--- src/rtl/div_entry_ctrl.sv ---
// -----------------------------------------------------------------------------
// div_entry_ctrl
// Sequencer between the keypad decoder and the integer divider. Collects two
// 2-nibble hex operands (A then B, high nibble first) and rejects a zero
// divisor. It pulses the divider start, waits for done with a timeout and
// latches the quotient and remainder. It also drives the 4-digit 7-seg mux
// with the entry digits, the result or an error pattern.
//
// Ports
//   clk          in   system clock
//   rst          in   asynchronous reset, active low
//   key_valid    in   one-cycle debounced key event
//   key_code     in   hex value of the key, qualified by key_valid
//   clr          in   synchronous soft clear (level)
//   div_done     in   divider completion, only honoured while waiting
//   div_q/div_r  in   divider quotient / remainder, valid with div_done
//   div_start    out  one-cycle start pulse to the divider
//   A_bin/B_bin  out  dividend / divisor, stable from START until next entry
//   disp_data    out  4 hex digits, [15:12] leftmost
//   disp_blank   out  per-digit blank, bit3 leftmost
//   result_valid out  high while a result is shown
//   err          out  high while the error pattern is shown
//   busy         out  high while the divider is being started or awaited
// All outputs are registers or decodes of registered state only.
// -----------------------------------------------------------------------------
module div_entry_ctrl #(
    parameter int W       = 8,
    parameter int TIMEOUT = 64
) (
    input  logic         clk,
    input  logic         rst,
    input  logic         key_valid,
    input  logic [3:0]   key_code,
    input  logic         clr,
    input  logic         div_done,
    input  logic [W-1:0] div_q,
    input  logic [W-1:0] div_r,
    output logic         div_start,
    output logic [W-1:0] A_bin,
    output logic [W-1:0] B_bin,
    output logic [15:0]  disp_data,
    output logic [3:0]   disp_blank,
    output logic         result_valid,
    output logic         err,
    output logic         busy
);

    localparam int             CW      = $clog2(TIMEOUT);
    localparam logic [CW-1:0]  CNT_LIM = CW'(TIMEOUT - 1);

    typedef enum logic [2:0] {
        S_A_HI, S_A_LO, S_B_HI, S_B_LO, S_START, S_WAIT, S_SHOW, S_ERR
    } state_t;

    state_t        r_state;
    logic [W-1:0]  r_a, r_b, r_q, r_r;
    logic [CW-1:0] r_cnt;
    logic [W-1:0]  w_b_full;

    // Divisor as it will be once the low-nibble key is written.
    assign w_b_full = {r_b[W-1:W-4], key_code};

    always_ff @(posedge clk or negedge rst) begin
        if (!rst) begin
            r_state <= S_A_HI;
            r_a     <= '0;
            r_b     <= '0;
            r_q     <= '0;
            r_r     <= '0;
            r_cnt   <= '0;
        end else if (clr) begin
            // Soft clear beats any key or done on the same edge.
            r_state <= S_A_HI;
            r_a     <= '0;
            r_b     <= '0;
            r_q     <= '0;
            r_r     <= '0;
            r_cnt   <= '0;
        end else begin
            case (r_state)
                // A key in SHOW/ERR starts a fresh entry exactly like A_HI.
                S_A_HI, S_SHOW, S_ERR: begin
                    if (key_valid) begin
                        r_a     <= {key_code, {(W-4){1'b0}}};
                        r_b     <= '0;
                        r_state <= S_A_LO;
                    end
                end
                S_A_LO: begin
                    if (key_valid) begin
                        r_a[3:0] <= key_code;
                        r_state  <= S_B_HI;
                    end
                end
                S_B_HI: begin
                    if (key_valid) begin
                        r_b[W-1:W-4] <= key_code;
                        r_state      <= S_B_LO;
                    end
                end
                S_B_LO: begin
                    if (key_valid) begin
                        r_b[3:0] <= key_code;
                        r_state  <= (w_b_full == '0) ? S_ERR : S_START;
                    end
                end
                S_START: begin
                    r_cnt   <= '0;
                    r_state <= S_WAIT;
                end
                S_WAIT: begin
                    // Done is checked first so it wins on the timeout edge.
                    if (div_done) begin
                        r_q     <= div_q;
                        r_r     <= div_r;
                        r_state <= S_SHOW;
                    end else if (r_cnt == CNT_LIM) begin
                        r_state <= S_ERR;
                    end else begin
                        r_cnt <= r_cnt + 1'b1;
                    end
                end
                default: r_state <= S_A_HI;
            endcase
        end
    end

    assign A_bin        = r_a;
    assign B_bin        = r_b;
    assign div_start    = (r_state == S_START);
    assign busy         = (r_state == S_START) || (r_state == S_WAIT);
    assign result_valid = (r_state == S_SHOW);
    assign err          = (r_state == S_ERR);

    always_comb begin
        disp_data  = {r_a, r_b};
        disp_blank = 4'b0000;
        case (r_state)
            S_A_HI: disp_blank = 4'b1111;
            S_A_LO: disp_blank = 4'b0111;
            S_B_HI: disp_blank = 4'b0011;
            S_B_LO: disp_blank = 4'b0001;
            S_SHOW: disp_data  = {r_q, r_r};
            S_ERR:  disp_data  = 16'hEEEE;
            default: begin
                disp_data  = {r_a, r_b};
                disp_blank = 4'b0000;
            end
        endcase
    end

endmodule

--- config.mk ---
export PLATFORM = sky130hd
export DESIGN_NAME = div_entry_ctrl
export DESIGN_NICKNAME = d
export VERILOG_FILES = /design/src/rtl/div_entry_ctrl.sv
export SDC_FILE = /design/constraint.sdc
export NUM_CORES = 1
export LEC_CHECK = 0
export ABC_AREA = 1
export CAP_MARGIN = 20
export CORE_UTILIZATION = 48
export CTS_CLUSTER_SIZE = 12
export DETAILED_ROUTE_END_ITERATION = 12
export GPL_ROUTABILITY_DRIVEN = 0
export PLACE_DENSITY_LB_ADDON = 0.1
export SYNTH_ARGS = -nofsm -noshare
export SYNTH_HDL_FRONTEND = slang
export SYNTH_SLANG_ARGS = --single-unit
--- constraint.sdc ---
create_clock -name clk -period 2 [get_ports clk]
set_input_delay 0.2 -clock clk [delete_from_list [all_inputs] [get_ports clk]]
set_output_delay 0.2 -clock clk [all_outputs]
set_load 0.03 [all_outputs]
---- After elaboration in Yosys (flattened, before gate mapping) ----
Cells that the tools add are included.
word-level totals
  logic and storage cells ................. 73
  output and inout bits ................... 40
  input bits .............................. 25
  bits in registers ....................... 41
cells by class
  equality and inequality tests ........... 15
  add/sub/neg operators ................... 1
  multiplexer cells ....................... 30
  reduce and logical (&&, ||, !) cells .... 19
operator list
  operator                                                                number
  8-bit two-way mux                                                       10
  16-bit one-hot mux with 2 select lines                                  1
  4-bit one-hot mux with 2 select lines                                   3
  3-bit two-way mux                                                       7
  6-bit two-way mux                                                       3
  3-bit != test (second input constant)                                   6
  3-bit one-hot mux with 6 select lines                                   1
  4-bit one-hot mux with 4 select lines                                   1
  3-bit equality test (second input constant)                             4
  6-bit one-hot mux with 2 select lines                                   1
  3-bit AND reduction                                                     4
  3-bit nonzero test                                                      4
  8-bit logical NOT                                                       1
  4-bit two-way mux                                                       2
  2-bit nonzero test                                                      4
  6-bit by 1-bit adder with 6-bit output (second input constant)          1
  3-bit by 2-bit equality test with 1-bit output (second input constant)  2
  6-bit equality test (second input constant)                             1
  5-bit AND reduction                                                     1
  4-bit != test (second input constant)                                   1
  2-bit AND reduction                                                     2
  3-bit by 1-bit equality test with 1-bit output (second input constant)  1
  3-bit logical NOT                                                       1
  3-bit OR reduction                                                      1
  2 further kinds                                                         2

---- Longest topological paths before layout ----
  depth in word-level cells ............... 5
  mapped depth ............................ 10
  gate-level depth less buffers ........... 9

---- Worst setup path after synthesis ----
Ideal clock, no wire load.
  path type ............................... reg-to-output
  start ................................... register r_state[2]
  end ..................................... output port disp_data[5]
  required time ........................... 1,800 ps
  arrival time ............................ 1,719 ps
  cell stages (with the launch flop) ...... 6
  path buffers ............................ 2
  slack ................................... 81 ps
  cells stage by stage .................... dfrtp_1 -> ha_1 -> clkbuf_1 -> clkbuf_1 -> nor2_1 -> a21oi_1
between the ends
  cells in the longest elaborated chain, start to end .. 2
  elaborated cells between the ends (all ways) .. 3
  classes of those cells .................. 2 x eq/ne; 1 x mux
RTL lines
  what                                        line  text
  start, declared                             55    state_t r_state;
  start signal, assigned                      104   r_state <= (w_b_full == '0) ? S_ERR : S_START;
  3-bit equality test                         138   case (r_state)
  16-bit one-hot mux with 2 select lines (*)  138
  end, declared                               41    output logic [15:0] disp_data,
Every way passes the cells marked *; elsewhere a longest branch is shown, timed or not.

---- Final worst setup path ----
  start ................................... register r_state[1]
  end ..................................... output port busy
between the ends
  cells in the longest elaborated chain, start to end .. 2
  elaborated cells between the ends (all ways) .. 3
  classes of those cells .................. 2 x eq/ne; 1 x reduce/logical
RTL lines
  what                  line  text
  3-bit equality test   131   assign busy = (r_state == S_START) || (r_state == S_WAIT);
  1-bit logical OR (*)  131
  end, declared         45    output logic busy
Marks and branches as above.

==> flow_summary.toml <==
[routing]
wl_per_cell_um = 15.3
postRouteAntennaNets = 0
dr.pass1.iters = 4
drtIter0Drc = 124
drc = 0
postRouteWirelength_mm = 6.87
viasPerCell = 5.36
via_count = 2412

[setup_path]
path_delay_family = "buffers and inverters"
critPathRequiredTime_ps = 1800
path_max_fanout = 7
slowest_delay_ps = 670
path_class = "flop to output pin"
crit_arrival_ps = 1750
cp-end-kind = "output pin"
critical_path_buf_inv_count = 2
slowest_stage = "clkdlybuf4s50_1"
worst_setup_path_start_kind = "flop"
path_cells = "inv_2 -> ha_1 -> clkdlybuf4s50_1"

[synthesis]
synth_seq_cells = 41
ys_seq_area_share_pct = 43.6
synthCells = 303
synth_enable_flop_cells = 0
synthArstFlopShare_pct = 100
syn_nets = 333
synth-main-ff-cell = "dfrtp_1"
postSynthAreaPerCell_um2 = 7.76
ys_types = 28
syn_area_mm2 = 0.00235
yosysWarnings = 0

[floorplanning]
die_w_um = 72.0
ioPinCount = 65
initial_utilization_pct = 49.8
rows = 25
core_area_mm2 = 0.00472
die-area_mm2 = 0.00518
fp.dieH_um = 72.0

[hold_path]
min_path_type = "primary input to flop"

[timing]
finalHoldViolations = 0
maxSlewHeadroom_pct = 62.2
max_freq_mhz = 512
period_share_pct = 97.7
clock_skew_ps = 5.04
worst_pin_slew_ps = 566
rsz0062_at_grt = "yes"
layout_min_cycle_time_ps = 1950
fin_tns_setup_ps = 0
slew_violations = 0
finalSetupViolCount = 0
setup_ws_ps = 46.2

[global_routing]
grt_max_degree = 42
grt_pass1_vias = 2223
grt_pass1_wl_mm = 11.1
grt.overflow.total = 0
antenna_found_initial = 0
track_usage_pct = 27.8

[run_status]
status = "completed"

[cells_and_area]
diodes = 0
final_cell_mix = "nand2_1 (73), nand3_1 (65), clkdlybuf4s50_1 (40)"
stdcell_count = 450
final_nets = 412
area_delta_synth_final_pct = 41.0
layout-drive-gt1-share_pct = 20.1
layout_commonest_cell = "nand2_1"
nFillCells = 408

[pwr]
max-vdd-ir-drop_mv = 0.463
p_per_area_mw_per_mm2 = 654
leakage_nw = 1.64

[clock_network]
htreeDepth = 2
clkTransAtPathRegs_ps = 80
tritoncts = "yes"
ctsLongestPathBuffers = 2
clock-sinks = 41
cts_buffers = 5
clk_root_buffer_cell = "clkbuf_8"
worstSkewPairLatency_ps = 290

[placed_design]
dpl_worst_slack_ps = 51.5
dp.cells = 437
portBuffers = 64
dp_hpwl_mm = 4.90

[flow_run]
max_cap_viol_count = 0
[Yosys cell counts, types with 2 or more instances]
cell type	n	area [um2]
o21ai_0	17	85.1
dfrtp_1	41	1030
nand2_2	5	31.3
nand2_1	74	278
a21oi_1	15	75.1
buf_2	4	20.0
ha_1	5	62.6
o21ai_2	6	52.6
inv_1	18	67.6
nand3_1	66	330
or2_2	2	12.5
nand4_1	5	31.3
nor2_1	22	82.6
clkbuf_1	4	15.0
buf_4	3	22.5
nand2_4	4	45.0
[per-stage QoR]
stage | instance area (um2) | utilization (%) | power [mW] | hold WS, ps
6_report | 3320 | 70.2 | 2.17 | 462
5_1_grt | 3320 | 70.2 | 2.25 | 474
4_1_cts | 3250 | 68.8 | 2.16 | 459
3_5_place_dp | 3080 | 65.3 | 1.38 | 295
3_3_place_gp | 3080 | 65.3 | 1.38 | 299
2_1_floorplan | 2350 | - | 1.16 | -95.6
[area by class of cell]
class | count | area (um2) | share of cell area, %
multi-input cells | 226 | 1190 | 35.8
flip-flops and latches | 41 | 1030 | 31.0
repair buffers | 86 | 795 | 24.0
inverters | 22 | 90.1 | 2.72
well taps | 67 | 83.8 | 2.53
clock buffers | 5 | 68.8 | 2.07
clock inverters | 3 | 65.1 | 1.96
[metal layers]
metal,share of wire (%),track usage (%)
met5,0,0
met4,1.1,7.41
met3,5.7,4.31
met2,48,46.5
met1,45,38.0
[repair_timing]
action | in CTS | in global routing
hold endpoints to repair | 41 | 0
resized for setup | 16 | 8
hold buffers | 1 | 0
pin swaps | 0 | 1
buffers inserted | 0 | 4
setup endpoints to repair | 20 | 18
[report_power, final]
part | internal [mW] | switching, mW | total [mW]
clock network | 0.496 | 0.294 | 0.790
logic | 0.191 | 0.311 | 0.502
registers | 0.853 | 0.0241 | 0.877
total | 1.54 | 0.629 | 2.17
[worst reg2reg max path, delay by kind of cell (launching register included)]
| family | cells | cell delay, ps |
|---|---|---|
| buf+inv | 2 | 310 |
| simple gates | 5 | 870 |
| flops | 1 | 450 |
[cell families (layout without fill, tap and decap cells)]
family                     Yosys count  after routing  share of synthesized area [%]
DFF                                 41             41                           43.6
buffers and inverters               36            116                           7.77
AOI/OAI and AO/OA                   39             39                           9.36
adders and majority gates            5              5                           2.66
and+or+nand+nor                    181            181                           36.2
xor gates and xnor gates             1              1                          0.372
[sequential cells by signal, indices dropped and copies added, names as in the netlist]
name     cells
A_bin        8
r_q          8
B_bin        8
r_r          8
r_cnt        6
r_state      3
[worst paths after layout]
check	startpoint	end	slack, ps	depth (start not counted)
setup / recovery	r_state[1]	busy	50	3
hold / removal	div_q[1]	r_q[1]	460	3
setup reg to reg	r_state[1]	r_r[4]	260	7
hold reg to reg	r_cnt[3]	r_cnt[3]	490	2
max in group asynchronous	rst	r_state[2]	1110	3
min in group asynchronous	rst	r_cnt[1]	500	3
Power figures use the tool's default switching activity.
==> patch (same settings) <==
Make the reset (`rst`) synchronous in one clocked block. Comments in the files are not updated.
--- a/src/rtl/div_entry_ctrl.sv
+++ b/src/rtl/div_entry_ctrl.sv
@@ -62,3 +62,3 @@
 
-    always_ff @(posedge clk or negedge rst) begin
+    always_ff @(posedge clk) begin
         if (!rst) begin
Check against the original RTL: differs if rst is asserted again (counterexample within 4 cycles, from zero or initial values and one cycle with rst low); with rst held inactive, the same outputs for 10 cycles.
==> patch against the unedited design <==
Die area is 11% lower; synthesized area is 12% lower; synthesized cell count stayed put; final area is 15% lower; via count is 9.6% lower; wire length is 20% lower; cell count is 6.4% lower; setup slack better by 0.043 ns; sequential cell count stayed put.
Power is not compared: it rests on default switching activity, and its combinational part moved more than twofold at a synthesized area within 25%.
==> patch: results <==
export IMPL_synthFlopType="dfxtp_1"
export IMPL_p_leak_nw=1.12
export IMPL_slowest_delay_ns=0.67
export IMPL_post_cts_buffers=0
export IMPL_max_slew_margin=0.670
export IMPL_async_reset_ff_frac=0
export IMPL_hold_class="reg -> reg"
export IMPL_ys_seq_area_frac=0.395
export IMPL_synthCells=303
export IMPL_yosys_warnings=0
export IMPL_ctsHtreeMaxLevel=2
export IMPL_crit_family="buffers and inverters"
export IMPL_drive_gt1_frac=0.113
export IMPL_finClkSkew_ns=0.00720
export IMPL_drtIter0Drc=167
export IMPL_numCtsBuffers=5
export IMPL_grt_usage=0.259
export IMPL_grt_max_degree=20
export IMPL_grt_pass1_wl_mm=8.77
export IMPL_dp_hpwl_mm=4.09
export IMPL_status="completed"
export IMPL_r2r_cells=7
export IMPL_hold_violations=0
export IMPL_dp_cells=413
export IMPL_routed_wl_mm=5.48
export IMPL_worstPathArrival_ns=1.71
export IMPL_grt_pass1_vias=1915
export IMPL_syn_nets=333
export IMPL_antenna_cells=0
export IMPL_vdd_ir_drop_max_uv=307
export IMPL_hold_depth=2
export IMPL_firstDrtPassIters=5
export IMPL_ys_types=27
export IMPL_synthTopCellsByArea="dfxtp_1, a21oi_1, nand2_1"
export IMPL_final_cells=421
export IMPL_clock_root_buffer="clkbuf_8"
export IMPL_cp_max_fo=9
export IMPL_synth_commonest_cells="nand2_1, a21oi_1, dfxtp_1, nand3_1, nor2_1"
export IMPL_fin_nets=400
export IMPL_fill_cells=362
export IMPL_clk_path_buf_depth=2
export IMPL_port_buffers=64
export IMPL_antenna_found_initial=0
export IMPL_clk_pin_slew_ns=0.08
export IMPL_clk_latency_ns=0.30
export IMPL_vias=2180
export IMPL_slowest_stage="clkdlybuf4s50_1"
==> patch: final timing paths <==
kind              start        to  slack [ns]
max          r_state[1]      busy        0.09
min              r_r[2]    r_r[2]        0.47
max reg2reg  r_state[1]  A_bin[4]        0.33
min reg2reg      r_r[2]    r_r[2]        0.47
==> patch: per-stage QoR <==
step	worst slack, ns	cell area (um^2)
finish	0.0896	2820
global route	0.00457	2820
CTS	0.0293	2810
detailed placement	0.171	2740
global placement	0.198	2740
floorplan	0.180	2080
==> patch: cell type report <==
type / instances / area, um^2 / share of cell area
timing repair buffer: 72 / 672 / 0.239
inverter: 27 / 103 / 0.0364
multi-input combinational: 223 / 1080 / 0.382
sequential: 41 / 823 / 0.292
clock buffer: 8 / 80.1 / 0.0284
tap: 50 / 62.6 / 0.0222
==> patch: cell families (layout without fill, tap and decap cells) <==
| family | Yosys count | in the layout | share of synthesized area |
|---|---|---|---|
| AOI/OAI and AO/OA | 64 | 64 | 0.159 |
| xor gates and xnor gates | 1 | 1 | 0.00422 |
| adders and majority gates | 5 | 5 | 0.0301 |
| buffers and inverters | 39 | 107 | 0.0862 |
| DFF | 41 | 41 | 0.395 |
| and+or+nand+nor | 153 | 153 | 0.326 |
==> patch: what timing repair did <==
| item | 4_1_cts | 5_1_grt |
|---|---|---|
| endpoints found under the setup margin | 7 | 15 |
| gates resized for setup | 8 | 2 |
| pin swaps | 0 | 1 |
| hold buffers | 0 | 0 |
==> patch: worst min-delay path: cells and delay by family, from the launching register on <==
| kind | cells | cell delay (ns) |
|---|---|---|
| simple gates | 1 | 0.06 |
| flops | 1 | 0.31 |
| compound gates | 1 | 0.05 |
==> patch: where the power goes <==
group / internal, mW / switching [mW]
clock network: 0.248 / 0.288
logic: 0.0733 / 0.0824
registers: 0.821 / 0.00706
total: 1.14 / 0.377
==> patch: routing by layer <==
metal	wire length [um]	share of wire	global-route usage	vias to the layer above
met1	2640	0.48	0.355	973
met4	99	0.018	0.0878	0
li1	-	-	-	1129
met2	2480	0.45	0.399	67
met3	255	0.047	0.0524	11
met5	0	0	0	-
